File: src/rtl/sprite_fetch_pkg.sv
// sprite_fetch_pkg: shared widths, FSM states and coordinate word indices for the sprite fetch path
package sprite_fetch_pkg;
    localparam int CORDW     = 16;
    localparam int NUM_WORDS = 6;

    typedef enum logic [2:0] {
        IDLE   = 3'd0,
        REQ    = 3'd1,
        DATA   = 3'd2,
        COMMIT = 3'd3
    } state_t;

    localparam logic [2:0] IDX_MX  = 3'd0;
    localparam logic [2:0] IDX_MY  = 3'd1;
    localparam logic [2:0] IDX_P1X = 3'd2;
    localparam logic [2:0] IDX_P1Y = 3'd3;
    localparam logic [2:0] IDX_P2X = 3'd4;
    localparam logic [2:0] IDX_P2Y = 3'd5;
endpackage

File: src/rtl/sprite_fetch_ctrl_edge_det.sv
// edge_det: registered rising-edge detector for frame/line strobes
module edge_det (
    input  logic clk,
    input  logic rst,
    input  logic d,
    output logic rise
);
    logic d_q;

    always_ff @(posedge clk or posedge rst)
        if (rst) d_q <= 1'b0;
        else     d_q <= d;

    assign rise = d & ~d_q;
endmodule

File: src/rtl/sprite_fetch_ctrl.sv
// sprite_fetch_ctrl: per-frame fetch of sprite coordinate words with atomic commit to the renderers
// Optional grant timeout abort enabled by defining SPR_FETCH_TIMEOUT_EN.
module sprite_fetch_ctrl #(
    parameter int                CORDW     = sprite_fetch_pkg::CORDW,
    parameter int                NUM_WORDS = sprite_fetch_pkg::NUM_WORDS,
    parameter int                ADDR_W    = 16,
    parameter logic [ADDR_W-1:0] BASE_ADDR = '0,
    parameter int                TIMEOUT   = 255
) (
    input  logic                       clk_50m,
    input  logic                       rst,
    input  logic                       frame,
    output logic                       mem_req,
    output logic [ADDR_W-1:0]          mem_addr,
    input  logic                       mem_gnt,
    input  logic [CORDW-1:0]           mem_rdata,
    output logic [2:0]                 vga_counter,
    output logic [NUM_WORDS*CORDW-1:0] coords,
    output logic                       update_done,
    output logic                       overrun,
    output logic                       fetch_err
);
    import sprite_fetch_pkg::*;

    state_t                          state, state_nx;
    logic [2:0]                      idx;
    logic                            last, frame_rise, tmo;
    logic [NUM_WORDS-1:0][CORDW-1:0] shadow;

    edge_det u_frame (.clk(clk_50m), .rst(rst), .d(frame), .rise(frame_rise));

    assign last        = idx == 3'(NUM_WORDS - 1);
    assign vga_counter = idx;
    assign mem_addr    = BASE_ADDR + ADDR_W'(idx);

`ifdef SPR_FETCH_TIMEOUT_EN
    logic [7:0] wait_cnt;

    always_ff @(posedge clk_50m or posedge rst)
        if (rst) wait_cnt <= '0;
        else     wait_cnt <= (state == REQ && !mem_gnt) ? wait_cnt + 8'd1 : 8'd0;

    assign tmo = state == REQ && wait_cnt == 8'(TIMEOUT);
`else
    logic unused_timeout;
    assign unused_timeout = |TIMEOUT;
    assign tmo = 1'b0;
`endif

    always_ff @(posedge clk_50m or posedge rst)
        if (rst) state <= IDLE;
        else     state <= state_nx;

    always_comb begin
        state_nx    = state;
        mem_req     = 1'b0;
        update_done = 1'b0;
        fetch_err   = 1'b0;
        case (state)
            IDLE:    state_nx = frame_rise ? REQ : IDLE;
            REQ: begin
                mem_req   = !tmo;
                fetch_err = tmo;
                state_nx  = tmo ? IDLE : mem_gnt ? DATA : REQ;
            end
            DATA:    state_nx = last ? COMMIT : REQ;
            COMMIT: begin
                update_done = 1'b1;
                state_nx    = IDLE;
            end
            default: state_nx = IDLE;
        endcase
    end

    // coords only ever load from the complete shadow set, so partial fetches stay invisible
    always_ff @(posedge clk_50m or posedge rst)
        if (rst) begin
            idx     <= '0;
            shadow  <= '0;
            coords  <= '0;
            overrun <= 1'b0;
        end else begin
            overrun <= overrun | (frame_rise && state != IDLE);
            if (state == DATA) begin
                shadow[idx] <= mem_rdata;
                idx         <= last ? 3'd0 : idx + 3'd1;
            end
            if (tmo) idx <= '0;
            if (state == COMMIT) coords <= shadow;
        end
endmodule

File: config.mk
export PLATFORM = sky130hd
export DESIGN_NAME = sprite_fetch_ctrl
export DESIGN_NICKNAME = d
export VERILOG_FILES = /design/src/rtl/sprite_fetch_pkg.sv /design/src/rtl/sprite_fetch_ctrl_edge_det.sv /design/src/rtl/sprite_fetch_ctrl.sv
export SDC_FILE = /design/constraint.sdc
export NUM_CORES = 1
export LEC_CHECK = 0
export CAP_MARGIN = 20
export CORE_UTILIZATION = 47
export DETAILED_ROUTE_END_ITERATION = 7
export PLACE_DENSITY = 0.76
export SYNTH_ARGS = -nofsm -noshare
export SYNTH_HDL_FRONTEND = slang
export SYNTH_SLANG_ARGS = --single-unit
File: constraint.sdc
create_clock -name clk_50m -period 8.1 [get_ports clk_50m]
set_input_delay 2.43 -clock clk_50m [delete_from_list [all_inputs] [get_ports clk_50m]]
set_output_delay 2.43 -clock clk_50m [all_outputs]
set_load 0.01 [all_outputs]
==> summary.txt <==
=================================================================================================
Post-synthesis register bit count                                                             199
Crit path capture                                                                         mem_req
Synth Area in Compound Gates                                                               0.348%
Commonest non-fill, non-tap cells in the layout                                      dfrtp_1, mux2_2, clkdlybuf4s50_1, mux2_1, clkbuf_16
Adder-cell share of the synthesized area                                                       0%
Area used by multi-input combinational logic                                             2400 µm²
Total congestion overflow                                                                       0
Post-CTS Hold Buffers                                                                           0
Detailed placer's ending HPWL                                                             9380 µm
Synthesis-to-finish area growth                                                             25.6%
Area of the placeable core                                                              15400 µm²
Post-CTS Setup Repair Bufs                                                                      0
Category of the critical setup timing path                                           flop to output pin
Via-to-Cell Ratio                                                                            5.10
Parity-gate share of the synthesized area counting xor and xnor cells                      0.116%
Multiplexer fraction of the synthesized cell area                                           29.1%
Register share of total power                                                               45.5%
Accumulated negative setup slack                                                             0 ns
NumNets Final                                                                                 598
Number of global-route vias before repair                                                    4344
Register-to-Register Path Depth                                                                 3
VDD IR max                                                                                 181 µV
Count of antenna diodes in the layout                                                           0
Area leader, netlist                                                                      dfrtp_1
Smallest hold slack                                                                      0.483 ns
Dominant combinational cell family by area after synthesis                           multiplexers
Comb power frac                                                                             33.6%
Reg2reg setup slack                                                                       5.84 ns
Initial core utilization                                                                    49.0%
Largest fanout on the critical path                                                             8
Number of ports placed on the die boundary                                                    139
Die Wd                                                                                     129 µm
Maximum number of pins on one net before global-route repair                                  151
Maximum frequency from static timing analysis                                             240 MHz
Via count                                                                                    4067
Most common cell after layout, fill and taps aside                                        dfrtp_1
Final wirelength                                                                         15000 µm
Transition time of the tightest slew-check pin                                            1.14 ns
Chip height                                                                                129 µm
Startpoint type of the worst setup path                                                      flop
Number of max-capacitance violations reported                                                   0
Count of TritonRoute iterations in the first routing pass                                       4
Remaining antenna violation count                                                               0
DRC violation count after routing                                                               0
Die area                                                                                16600 µm²
Root buffer selected by CTS                                                             clkbuf_16
Launch instance of the worst register-to-register path                               state[0]$_DFF_PP0_
Worst reg2reg path endpoint                                                          shadow[42]$_DFFE_PP0P_
Run status                                                                           finished clean
Clock-pin slew on the worst setup and hold paths                                          0.06 ns
Clock latency on the worst-skew pair                                                      0.43 ns
Wire per inst                                                                             18.8 µm
Number of buffers on the longest clock path                                                     2
Net switching power of the design                                                         1.05 mW
Syn Inst Count                                                                                452
Arrival time at the worst endpoint                                                        1.73 ns
Part of the cycle the worst path needs                                                      51.4%
Number of hold-slack violations in the final timing report                                      0
Relative slew margins                                                                       23.8%
Global-route usage over all layers                                                          19.8%
Final setup violating endpoints                                                                 0
Minimum clock period after layout                                                         4.16 ns
Largest clock skew in the final design                                                 0.00730 ns
Setup repair after global routing missed its margin                                            no
Power density of the placed cells                                                      394 nW/µm²
Proportion of layout cells with a drive suffix above 1                                      28.7%
Fraction of the yosys area taken by sequential cells                                        65.9%
Clock tree from TritonCTS                                                                   built
Mean post-synth cell area                                                                16.7 µm²
First-iteration detailed-routing DRC count                                                    197
Required time of the worst setup path                                                     5.67 ns
Critical Path Sink Type                                                                output pin
Cell Area, Synth                                                                         7560 µm²
Antenna violations before repair                                                                0
Yosys synthesis warning count                                                                   0
Core Rows                                                                                      45
Area used by sequential logic in the layout                                              4980 µm²
Final Max Slew Viols                                                                            0
First-pass GRT wire length                                                               24200 µm
Number of instances resized during post-cts repair                                              0
Area contributors post-synth                                                         dfrtp_1, mux2_2, mux2_1
Share of Yosys cell area claimed by the top area cell type                                  65.9%
Proportion of power drawn by the clock network                                              21.0%
Leakage power                                                                             4.25 nW
Fill cell instance count of the final layout                                                 1175
Clock sink count                                                                              199
Final weighted congestion of routability-driven global placement                            0.741
Number of distinct library cell variants in the gate-level netlist after synthesis             26
Critical path launch point                                                           state[0]$_DFF_PP0_
Worst hold-check path type                                                           flop to flop
IO buf count                                                                                  124
Cell-internal power                                                                       2.69 mW
Total number of H-tree levels                                                                   4
Cts bufs inserted                                                                              17
Post-synthesis simple-gate area fraction                                                    1.47%
Switching power as a share of total power                                                   28.0%
=================================================================================================
[routing by layer]
metal / track usage [%] / wire [µm]
met4: 7.27 / 239
met5: 0 / 0
met3: 4.37 / 625
met2: 32.6 / 7440
met1: 25.9 / 6670
[synthesized netlist by cell type (all sizes together)]
library cell and number:
nand3 2, nor2b 3, conb 1, and3b 1
xor2 1, nand2 6, nor3b 1, or3 1
o21ai 2, nor2 1, clkbuf 3, and4b 1
a21o 1, buf 32, o31a 1, mux2 192
nand2b 1, inv 2, nand3b 1, dfrtp 199
[cell families after synthesis]
group	after synthesis
simple gates	18
other cells	1
xor+xnor	1
buf+inv	37
mux	192
flops	199
compound gates	4
[stage by stage]
| stage | cells | util [%] | setup slack, ns | cell area [µm²] | power [mW] |
|---|---|---|---|---|---|
| detailed placement | 768 | 57.8 | 3.69 | 8920 | 2.98 |
| global placement | 768 | 57.8 | 3.78 | 8920 | 2.92 |
| global route | 797 | 61.5 | 3.82 | 9490 | 3.95 |
| floorplan | 465 | - | 0.244 | 7610 | 2.32 |
| finish | 797 | 61.5 | 3.94 | 9490 | 3.74 |
| CTS | 795 | 61.3 | 3.90 | 9450 | 3.78 |
[sequential cells by signal (all words and copies together), names as in the netlist]
name,count
coords,96
shadow,96
overrun,1
state,2
u_frame.d_q,1
vga_counter,3
[worst min path at each step]
| stage | startpoint | to | slack [ns] | cells past startpoint |
|---|---|---|---|---|
| final | shadow[85]$_DFFE_PP0P_ | shadow[85]$_DFFE_PP0P_ | 0.48 | 1 |
| after global routing | shadow[85]$_DFFE_PP0P_ | shadow[85]$_DFFE_PP0P_ | 0.50 | 1 |
| after CTS | shadow[47]$_DFFE_PP0P_ | shadow[47]$_DFFE_PP0P_ | 0.49 | 1 |
| after detailed placement | shadow[47]$_DFFE_PP0P_ | shadow[47]$_DFFE_PP0P_ | 0.47 | 1 |
| after global placement | shadow[32]$_DFFE_PP0P_ | shadow[32]$_DFFE_PP0P_ | 0.46 | 1 |
| after floorplan | shadow[32]$_DFFE_PP0P_ | shadow[32]$_DFFE_PP0P_ | 0.45 | 1 |
[critical path, stage by stage, from the launching register on]
cell and delay (ns):
dfrtp_1 0.47, nor2b_1 0.27, clkdlybuf4s50_1 0.58
[power groups by stage]
stage	sequential [mW]	combinational (mW)	clock, mW
after CTS	1.70	1.27	0.798
after detailed placement	1.72	1.26	0
after global routing	1.76	1.35	0.844
after global placement	1.69	1.23	0
after floorplan	1.75	0.571	0
final	1.70	1.25	0.785
[cell type report]
class | instances | share of cell area, %
Sequential cell | 199 | 52.5
Multi-Input combinational cell | 229 | 25.3
Timing Repair Buffer | 129 | 13.8
Clock buffer | 21 | 4.74
Tap cell | 211 | 2.78
Clock inverter | 6 | 0.844
Inverter | 2 | 0.158
No activity file was read; power rests on OpenSTA's default activity.
